==> src/rtl/half_adder_bank.sv <==
// Bank of WIDTH independent half adders with a registered result copy and a
// saturating carry-event counter. Define HALF_ADDER_BANK_PARITY_EN to add Parity_q.
module half_adder_bank #(
  parameter int unsigned WIDTH = 1,
  parameter int unsigned CNT_W = 16
) (
  input  logic             clk,
  input  logic             rst,
  input  logic [WIDTH-1:0] A,
  input  logic [WIDTH-1:0] B,
  input  logic             In_valid,
  output logic [WIDTH-1:0] Sum,
  output logic [WIDTH-1:0] Carry,
  output logic [WIDTH-1:0] Sum_q,
  output logic [WIDTH-1:0] Carry_q,
  output logic             Out_valid,
  output logic [CNT_W-1:0] Carry_cnt
`ifdef HALF_ADDER_BANK_PARITY_EN
  ,
  output logic             Parity_q
`endif
);

  localparam int unsigned PC_W  = $clog2(WIDTH + 1);
  localparam int unsigned ACC_W = ((CNT_W > PC_W) ? CNT_W : PC_W) + 1;
  localparam logic [CNT_W-1:0] CNT_MAX = '1;

  logic [PC_W-1:0]  carry_pop;
  logic [ACC_W-1:0] cnt_acc;
  logic [CNT_W-1:0] cnt_next;

  assign Sum   = A ^ B;
  assign Carry = A & B;

  // Number of lanes producing a carry this beat
  always_comb begin
    carry_pop = '0;
    for (int i = 0; i < int'(WIDTH); i++) begin
      carry_pop = carry_pop + PC_W'(Carry[i]);
    end
  end

  // One extra accumulator bit lets overflow be detected before clamping
  always_comb begin
    cnt_acc  = ACC_W'(Carry_cnt) + ACC_W'(carry_pop);
    cnt_next = (cnt_acc > ACC_W'(CNT_MAX)) ? CNT_MAX : cnt_acc[CNT_W-1:0];
  end

  always_ff @(posedge clk) begin
    if (rst) begin
      Sum_q     <= '0;
      Carry_q   <= '0;
      Out_valid <= 1'b0;
      Carry_cnt <= '0;
    end else begin
      Out_valid <= In_valid;
      if (In_valid) begin
        Sum_q     <= Sum;
        Carry_q   <= Carry;
        Carry_cnt <= cnt_next;
      end
    end
  end

`ifdef HALF_ADDER_BANK_PARITY_EN
  always_ff @(posedge clk) begin
    if (rst) begin
      Parity_q <= 1'b0;
    end else if (In_valid) begin
      Parity_q <= ^{Sum, Carry};
    end
  end
`endif

endmodule

==> config.mk <==
export PLATFORM = sky130hd
export DESIGN_NAME = half_adder_bank
export DESIGN_NICKNAME = d
export VERILOG_FILES = /design/src/rtl/half_adder_bank.sv
export SDC_FILE = /design/constraint.sdc
export NUM_CORES = 1
export LEC_CHECK = 0
export ABC_AREA = 1
export CAP_MARGIN = 20
export CORE_AREA = 3 3 77 43
export CTS_CLUSTER_SIZE = 24
export DETAILED_ROUTE_END_ITERATION = 10
export DIE_AREA = 0 0 80 46
export GPL_ROUTABILITY_DRIVEN = 0
export GPL_TIMING_DRIVEN = 0
export SYNTH_ARGS = -nofsm -noshare
export SYNTH_HDL_FRONTEND = slang
export SYNTH_SLANG_ARGS = --single-unit
==> constraint.sdc <==
create_clock -name clk -period 1.49 [get_ports clk]
set_input_delay 0.298 -clock clk [delete_from_list [all_inputs] [get_ports clk]]
set_output_delay 0.298 -clock clk [all_outputs]
set_load 0.02 [all_outputs]
# After elaboration in Yosys (flattened, before gate mapping)
# Cells that the tools add are included.
word_totals:
  register_bits: 19
  inputBits: 5
  output_inout_bits: 21
classes:
  addsub: 1
  magnitude_cmp: 1
  n_bitwise: 2
  mux: 1
ops:
  columns: ["op", "count"]
  rows:
  - ["adder 16 x 1 -> 17 bit", 1]
  - ["> comparator 17 x 16 -> 1 bit, second input constant", 1]
  - ["two-way mux 16 bit", 1]
  - ["AND 1 bit", 1]
  - ["XOR 1 bit", 1]

# Longest topological paths before layout
logic_depth:
  word_depth: 4
  mapped_depth: 10

# Least setup slack after synthesis
# OpenSTA, ideal clock, no wires.
synth_timing:
  path_kind: "input-to-reg"
  startpoint: "in A"
  endpoint: "reg Carry_cnt[13]"
  path_slack_ns: -0.121
  required_ns: 1.374
  setup_ns: 0.116
  arrival_ns: 1.495
  stages: 9
  path_cell_list: "ha_1 ha_1 nand2_1 nor2_4 nand3_2 nor2_2 nand2_1 nand3_1 nand2_1"
synth_via:
  elab_chain_len: 4
synth_lines:
  columns: ["item", "line_no", "text"]
  rows:
  - ["start: declaration", "9", "input logic [WIDTH-1:0] A,"]
  - ["AND 1 bit *", "33", "assign Carry = A & B;"]
  - ["adder 16 x 1 -> 17 bit *", "45", "cnt_acc = ACC_W'(Carry_cnt) + ACC_W'(carry_pop);"]
  - ["> comparator 17 x 16 -> 1 bit", "46", "cnt_next = (cnt_acc > ACC_W'(CNT_MAX)) ? CNT_MAX : cnt_acc[CNT_W-1:0];"]
  - ["two-way mux 16 bit *", "46", null]
  - ["end signal: assignment", "60", "Carry_cnt <= cnt_next;"]
  - ["end: declaration", "17", "output logic [CNT_W-1:0] Carry_cnt"]
# Mark *: on every way between the ends. The rest lies on a longest branch, timed or not.
# A chain may end at the register's enable or synchronous reset.

# Worst setup path in the final report
layout_timing:
  startpoint: "reg Carry_cnt[12]"
  endpoint: "out Carry_cnt[12]"
# No word-level cell between the ends.

==> run_results.csv <==
group,metric,value,unit
yosys,synth_cell_types,22,
layout,drive_gt1_frac,0.145,
floorplanning,rows,13,
grt,grt_pass1_vias,929,
grt,antenna_found_initial,0,
grt,track_usage,0.161,
critical_path,cp_num_buf_inv,1,
sta,setup_tns,0,ps
floorplanning,die-area,0.00368,mm²
route,wl_per_cell,11.6,µm
yosys,yosysTopAreaCell,"dfxtp_1",
yosys,synth_area,0.00105,mm²
layout,fill_cells,256,
yosys,synth.top_cell.area_share,0.362,
cts,cts.path.max_buffers,2,
sta,finalSetupViolCount,0,
layout,final_cell_mix,"47 x nand2_1, 21 x inv_1, 20 x dlygate4sd2_1",
power_and_ir_drop,powerDensity,659,mW/mm²
critical_path,startpoint_type,"register",
floorplanning,ios,26,
critical_path,worstPathArrival,1120,ps
flow_run,timing.max_cap.violations,0,
cts,holdBufCountCts,0,
cts,clock_sinks,19,
yosys,synth_seq_cells,19,
critical_path,path_class,"reg -> out",
critical_path,cp_cell_sequence,"dlygate4sd2_1",
placement,dp_cells,223,
grt,grt_max_degree,11,
hold_path,min_path_type,"reg -> reg",
critical_path,slowest_stage,"dfxtp_1",
layout,register_area,384,µm²
yosys,ys_warn_count,0,
cts,clk_latency,260,ps
floorplanning,die_x,80,µm
critical_path,cp_max_fo,7,
power_and_ir_drop,ir_worst_vdd,0.375,mV
cts,clk_root_buffer_cell,"clkbuf_8",
sta,slew-limit-headroom,0.811,
sta,finalHoldViolCount,0,
critical_path,cp-end-kind,"output port",
placement,portBuffers,25,
critical_path,required,1190,ps
grt,grt_overflow_total,0,
yosys,syn_inst,161,
yosys,synthesis.nets,169,
critical_path,slowest_delay,480,ps
floorplanning,die_h,46,µm
critical_path,path_delay_family,"flip-flops",
sta,worst_slew_pin_slew,284,ps
sta,maxSlewViolCount,0,
floorplanning,coreArea,0.00260,mm²
cts,cts_tree,"built",
route,vias,1086,
sta,maxClockFrequency,705,MHz
power_and_ir_drop,design_power_total,0.00101,W
route,drc,0,
sta,final.period_utilization,0.952,
yosys,ys_top_cells_by_area,"dfxtp_1 36%, nand2_1 18%, nand3_1 7.6%",
route,first_iter_violations,58,
floorplanning,start_util,0.404,
status,status,"completed",
layout,final_common_cell,"nand2_1",
layout,diodes,0,
sta,period_needed,1420,ps
placement,dp_hpwl,1960,µm
yosys,avgSynthCellArea,6.53,µm²
layout,layout.nets,202,
route,avgViaCountPerCell,4.72,
power_and_ir_drop,p_leak,0.794,nW
cts,htreeDepth,1,
route,ant_nets,0,
cts,clk_transition_reported_paths,80,ps
route,wirelength,2680,µm
layout,area_growth,45.1,%
yosys,ys_seq_area_frac,0.362,
sta,fin_skew,3.44,ps
cts,numCtsBuffers,3,
layout,multi_input_area,708,µm²
route,dr.pass1.iters,4,
layout,fin_cells,230,
grt,grt_pass1_wl,4420,µm
routing by layer:
metal	global-route usage	vias up	part of all wire
met3	0.0534	2	0.050
met5	0	-	0
met4	0.0404	0	0.0082
met1	0.220	482	0.54
met2	0.245	23	0.40
li1	-	579	-
final timing paths:
path,from,to,slack [ps],cells past startpoint
hold reg to reg,Carry_q,Carry_q,510,2
setup / recovery,Carry_cnt[12],Carry_cnt[12],70,1
setup reg to reg,Carry_cnt[4],Carry_cnt[0],140,8
hold / removal,Carry_q,Carry_q,510,2
per-stage QoR:
step           instance area, µm²  utilization  worst slack, ps  hold slack, ps
2_1_floorplan                1060            -             51.9             414
3_3_place_gp                 1360        0.523             -558             490
3_5_place_dp                 1360        0.523             -546             488
4_1_cts                      1460        0.560             19.4             515
5_1_grt                      1530        0.586           -0.502             532
6_report                     1530        0.586             71.3             507
area by class of cell:
type,instances,share of cell area
well taps,37,0.0304
clock buffers,4,0.0295
multi-input cells,119,0.464
repair buffers,28,0.166
plain buffers,2,0.00656
inverters,21,0.0517
flip-flops and latches,19,0.252
report_power, final:
| group | switching, W | leakage, nW | internal [W] | total (W) |
|---|---|---|---|---|
| logic | 0.0000617 | 0.616 | 0.0000440 | 0.000106 |
| clock network | 0.000182 | 0.0228 | 0.000191 | 0.000372 |
| registers | 0.0000106 | 0.155 | 0.000517 | 0.000527 |
| total | 0.000254 | 0.794 | 0.000751 | 0.00101 |
repair_timing:
item,CTS,global route
resized for setup,35,16
setup buffers,2,1
endpoints found under the setup margin,36,17
pin swaps,5,6
synthesized netlist by cell type (all sizes together):
master	count
inv	21
nor2	25
nand3	18
o211ai	1
o21ai	7
nand3b	1
ha	3
o21bai	3
xnor2	1
dfxtp	19
nand2	50
a21oi	4
nand4	5
buf	2
nor3	1
sequential cells by signal, summed over array words and instances, names as in the netlist:
signal     cells
Carry_cnt     16
Carry_q        1
Sum_q          1
Out_valid      1
cell families (layout without fill, tap and decap cells):
logic type | count (synthesis) | count (layout) | synth area share
XOR/XNOR | 1 | 1 | 0.00833
adder cells (fa/ha/maj) | 3 | 3 | 0.0357
AND/OR/NAND/NOR | 100 | 100 | 0.430
AO/OA/AOI/OAI | 15 | 15 | 0.0810
buffers and inverters | 23 | 55 | 0.0833
flip-flops | 19 | 19 | 0.362
(Power assumes the default switching activity.)
